**config.mk**
```make
export PLATFORM = sky130hd
export DESIGN_NAME = bram_arbiter
export DESIGN_NICKNAME = d
export VERILOG_FILES = /design/src/rtl/bram_arb_pkg.sv /design/src/rtl/bram_arbiter_rr_arb2.sv /design/src/rtl/bram_arbiter.sv
export SDC_FILE = /design/constraint.sdc
export NUM_CORES = 1
export LEC_CHECK = 0
export ABC_AREA = 1
export BUFFER_PORTS_ARGS = -buffer_cell sky130_fd_sc_hd__buf_2
export CAP_MARGIN = 15
export CORE_MARGIN = 8
export CORE_UTILIZATION = 33
export CTS_CLUSTER_SIZE = 30
export DETAILED_ROUTE_END_ITERATION = 7
export GPL_TIMING_DRIVEN = 0
export PLACE_DENSITY_LB_ADDON = 0.15
export SYNTH_ARGS = -nofsm -noshare
export SYNTH_HDL_FRONTEND = slang
export SYNTH_SLANG_ARGS = --single-unit
```
**constraint.sdc**
```tcl
create_clock -name clk -period 1.5 [get_ports clk]
set_input_delay 0.225 -clock clk [delete_from_list [all_inputs] [get_ports clk]]
set_output_delay 0.225 -clock clk [all_outputs]
set_load 0.01 [all_outputs]
```
**src/rtl/bram_arb_pkg.sv**
```systemverilog
// bram_arb_pkg: shared defaults and FSM state type for the BRAM arbiter.
//   ADDR_W_DFLT / DATA_W_DFLT / NREQ_DFLT : default geometry
//   state_e                                 : CLEAR (zero sweep) / RUN (arbitrate)
`timescale 1ns/1ps
package bram_arb_pkg;
    localparam int ADDR_W_DFLT = 10;
    localparam int DATA_W_DFLT = 32;
    localparam int NREQ_DFLT   = 2;

    typedef enum logic {
        CLEAR = 1'b0,
        RUN   = 1'b1
    } state_e;
endpackage

```
**src/rtl/bram_arbiter_rr_arb2.sv**
```systemverilog
// rr_arb2: two-way round-robin grant, purely combinational.
//   valid[1:0] : requests
//   ptr        : requester that wins when both are valid
//   grant[1:0] : one-hot winner, zero when nothing is valid
`timescale 1ns/1ps
module rr_arb2 (
    input  logic [1:0] valid,
    input  logic       ptr,
    output logic [1:0] grant
);
    always_comb begin
        grant = valid;                   // a lone requester always wins
        if (valid == 2'b11) begin
            grant = ptr ? 2'b10 : 2'b01;
        end
    end
endmodule

```
**src/rtl/bram_arbiter.sv**
```systemverilog
// bram_arbiter: shares one single-port BRAM between two requesters.
// After reset the whole BRAM is swept with zeros (CLEAR), then requests are
// granted round-robin (RUN). Read data returns one cycle after the grant,
// tagged with the owner held in a 1-deep in-flight register.
// Ports:
//   clk, rstn                      : clock, async active-low reset
//   req_valid/ready/we/addr/wdata  : per-requester request channel
//   rsp_valid[NREQ], rsp_rdata     : per-requester read strobe, shared data
//   bram_en/we/addr/din, bram_dout : BRAM port (1-cycle read latency)
//   init_done                      : high once the clear sweep is finished
`timescale 1ns/1ps
module bram_arbiter
    import bram_arb_pkg::*;
#(
    parameter int ADDR_W = ADDR_W_DFLT,
    parameter int DATA_W = DATA_W_DFLT,
    parameter int NREQ   = NREQ_DFLT
) (
    input  logic                         clk,
    input  logic                         rstn,
    input  logic [NREQ-1:0]              req_valid,
    output logic [NREQ-1:0]              req_ready,
    input  logic [NREQ-1:0]              req_we,
    input  logic [NREQ-1:0][ADDR_W-1:0]  req_addr,
    input  logic [NREQ-1:0][DATA_W-1:0]  req_wdata,
    output logic [NREQ-1:0]              rsp_valid,
    output logic [DATA_W-1:0]            rsp_rdata,
    output logic                         bram_en,
    output logic                         bram_we,
    output logic [ADDR_W-1:0]            bram_addr,
    output logic [DATA_W-1:0]            bram_din,
    input  logic [DATA_W-1:0]            bram_dout,
    output logic                         init_done
);
    state_e            state_q, state_d;
    logic [ADDR_W-1:0] clr_cnt_q, clr_cnt_d;
    logic              ptr_q, ptr_d;
    logic [NREQ-1:0]   rd_own_q, rd_own_d;
    logic [NREQ-1:0]   grant;
    logic              win;

    rr_arb2 u_rr (
        .valid (req_valid),
        .ptr   (ptr_q),
        .grant (grant)
    );

    // grant is one-hot, so its upper bit is the winner's index
    assign win = grant[1];

    always_comb begin
        state_d   = state_q;
        clr_cnt_d = clr_cnt_q;
        ptr_d     = ptr_q;
        rd_own_d  = '0;
        req_ready = '0;
        bram_en   = 1'b0;
        bram_we   = 1'b0;
        bram_addr = req_addr[win];
        bram_din  = req_wdata[win];
        case (state_q)
            CLEAR: begin
                bram_en   = 1'b1;
                bram_we   = 1'b1;
                bram_addr = clr_cnt_q;
                bram_din  = '0;
                clr_cnt_d = clr_cnt_q + ADDR_W'(1);
                if (clr_cnt_q == '1) begin
                    state_d = RUN;
                end
            end
            RUN: begin
                req_ready = grant;
                if (|grant) begin
                    bram_en  = 1'b1;
                    bram_we  = req_we[win];
                    ptr_d    = ~win;
                    // only reads leave a response owner behind
                    rd_own_d = req_we[win] ? '0 : grant;
                end
            end
            default: state_d = CLEAR;
        endcase
    end

    always_ff @(posedge clk or negedge rstn) begin
        if (!rstn) begin
            state_q   <= CLEAR;
            clr_cnt_q <= '0;
            ptr_q     <= 1'b0;
            rd_own_q  <= '0;
        end else begin
            state_q   <= state_d;
            clr_cnt_q <= clr_cnt_d;
            ptr_q     <= ptr_d;
            rd_own_q  <= rd_own_d;
        end
    end

    assign rsp_valid = rd_own_q;
    assign rsp_rdata = bram_dout;
    assign init_done = (state_q == RUN);
endmodule

```
==> run summary <==
Avg WL per Cell: 15.4 µm
failing checks: setup timing
highest achievable clock rate: 603 MHz
hold crit path type: in2reg
register area share after synthesis: 21.9%
clock period minus final worst setup slack: 1660 ps
data arrival time of the critical path: 1430 ps
Worst Max-Slew Pin Slew: 336 ps
nets in the synthesized netlist: 389
CP endpoint kind: output port
standard cell with the maximum stage delay on the critical path: dfrtp_1
GRT Resource Usage Total: 19.3%
number of clock sinks seen by CTS: 14
Hold Violations, Final: 0
initial standard-cell utilization of the core: 34.1%
clock buffer count from CTS: 3
area occupied by multi-input gates: 998 µm²
leakage power of the design: 1.63 nW
area enclosed by the die boundary: 7330 µm²
aggregate global routing overflow: 0
run status: finished, violations left
post-synthesis instance total: 266
chip width: 85.6 µm
core occupancy in the finished layout: 61.5%
clock buffer depth: 2
maximum ir drop on the vdd rail: 358 µV
synth warn: 0
largest net degree at the start of global routing: 15
setup repair after global routing missed its margin: true
skew final: 0.369 ps
number of cell rows: 25
netlist area before placement: 1600 µm²
highest layer used for signal routing: met4
layout overhead on the synthesized area: 80.5%
antenna violations before repair: 0
top post-synthesis cells by area: dfrtp_1 22%, nor2_1 19%, buf_4 16%
area of the core region: 4690 µm²
Pre-Repair DR Iteration Count: 4
sequential standard cell area: 350 µm²
instance area at placement: 2520 µm²
period utilization: 110%
final slew viol count: 0
Inserted Diodes: 0
Die Y: 85.6 µm
crit-path max FO: 6
type of origin of the critical path: flip-flop
final weighted congestion in routability-driven placement: 0.833
clock tree from TritonCTS: built
number of nets in the layout: 574
longest individual stage delay on the worst path: 370 ps
total wire length after detailed routing: 7780 µm
clock tree root driver cell: clkbuf_8
area leader, netlist: dfrtp_1
Post-Synthesis Mean Instance Area: 6.02 µm²
latest clock arrival within the worst-skew pair: 250 ps
number of flip-flops and latches in the synthesized netlist: 14
cell-by-cell trace of the critical path: inv_2 -> nand2_2 -> nand2_4 -> buf_6 -> buf_6 -> nand2_2 -> o211ai_1 -> nand2_1 -> buf_2
proportion of netlist area held by the largest area contributor: 21.9%
vias in the first global route: 2276
wire length on met2: 4230 µm
Unique masters post-synth: 24
clock-pin slew on the worst setup and hold paths: 60 ps
WL met1: 2840 µm
crit path setup slack, layout: -157 ps
Port Buffers: 170
met3 wire length: 628 µm
final instance area: 2890 µm²
Max Cap Violations: 0
I/O Pins: 203
Filler cells: 472
Setup Crit Path Kind: reg2out
critical path data required time: 1270 ps
Rel. slew slack: 77.6%
count of antenna-violating nets left after detailed routing: 0
# DRC: 0
share of post-route cells with drive strength above 1: 60.7%
Final setup violation count: 44
HPWL Detailed: 6370 µm
maximum level of the CTS H-tree: 1
ratio of total power to cell area: 417 nW/µm²
number of vias per cell after detailed routing: 4.57
drt initial violations: 45
global-route wire length before repair: 11700 µm
via total after detailed routing: 2302
[cell usage after synthesis, drive strengths merged]
cell type	instances
xor2	4
nand3b	1
nand3	3
buf	43
a21oi	19
xnor2	1
inv	14
dfrtp	14
o21ai	34
or2	1
clkbuf	4
nand2	37
nor3	3
nor2	84
nand4	2
o211ai	1
ha	1
[cell type report]
cell class	instances	area share [%]
sequential	14	12.1
tap	54	2.34
clock buffer	4	1.91
buffer	47	14.3
inverter	14	1.91
timing repair buffer	180	32.8
multi-input combinational	191	34.6
[power breakdown]
| group | total (mW) | leakage [nW] | switching, mW | internal, mW |
|---|---|---|---|---|
| Clock | 0.367 | 0.0288 | 0.135 | 0.233 |
| Sequential | 0.381 | 0.179 | 0.000894 | 0.380 |
| Combinational | 0.457 | 1.42 | 0.205 | 0.253 |
| Total | 1.21 | 1.63 | 0.340 | 0.865 |
[flip-flops by register name, summed over array words and instances, names as in the netlist]
signal,cells
rsp_valid,2
ptr_q,1
clr_cnt_q,10
init_done,1
[path summary, 6_finish.rpt]
kind                       cells after the start  slack, ps                      from                  endpoint
setup reg to reg                               6        260  clr_cnt_q[0]$_DFFE_PN0N_  clr_cnt_q[8]$_DFFE_PN0N_
max in group asynchronous                      2        840                      rstn  clr_cnt_q[3]$_DFFE_PN0N_
min in group asynchronous                      2        410                      rstn  clr_cnt_q[7]$_DFFE_PN0N_
setup / recovery                               9       -160         ptr_q$_DFFE_PN0P_              bram_addr[2]
hold / removal                                 4        250                 req_we[0]    rsp_valid[0]$_DFF_PN0_
hold reg to reg                                1        520  clr_cnt_q[5]$_DFFE_PN0N_  clr_cnt_q[5]$_DFFE_PN0N_
[cells in the final DEF, fill, tap and decap left out, types with 3 or more instances in the layout]
cell type	Yosys	final
nor2_1	82	76
nor3_1	3	3
xor2_1	4	4
nand2_1	35	32
clkbuf_8	0	6
a21oi_2	1	9
buf_8	0	4
nand2_2	2	4
o21ai_2	0	14
dfrtp_1	14	14
a21oi_1	18	8
inv_1	12	11
buf_4	35	40
nor2_2	2	7
buf_2	6	170
buf_6	2	10
o21ai_1	0	5
o21ai_0	34	15
[cell families after synthesis]
group	after synthesis	synth area share, %
XOR/XNOR	5	2.74
AO/OA/AOI/OAI	54	17.3
AND/OR/NAND/NOR	131	32.7
buffers and inverters	61	24.6
flip-flops	14	21.9
adder cells (fa/ha/maj)	1	0.782
[routing by layer]
layer / vias to the layer above / GRT usage (%)
met5: - / 0
met4: 0 / 3.98
met3: 7 / 5.44
met2: 84 / 38.0
met1: 1032 / 19.5
li1: 1179 / -
[metrics by stage]
step | setup TNS, ps | total power, mW | worst slack (ps) | hold WS (ps) | cells
CTS | -4320 | 1.17 | -126 | 249 | 502
global placement | -157 | 0.750 | -66.6 | 140 | 490
detailed placement | -191 | 0.755 | -78.8 | 143 | 490
global route | -7140 | 1.27 | -227 | 258 | 504
floorplan | 0 | 0.572 | 185 | -70.6 | 266
finish | -3820 | 1.21 | -157 | 253 | 504
[what timing repair did]
action	in CTS	in global routing
gates resized for setup	35	58
pin swaps	10	14
hold endpoints to repair	14	0
cloned	4	1
buffers inserted	3	1
hold buffers	1	0
setup endpoints to repair	46	46
[critical path: cells and delay by family, from the launching register on]
kind,cells,cell delay (ps)
AO/OA/AOI/OAI,1,80
buffers and inverters,4,470
AND/OR/NAND/NOR,4,270
flip-flops,1,370
No activity file was read; power rests on OpenSTA's default activity.
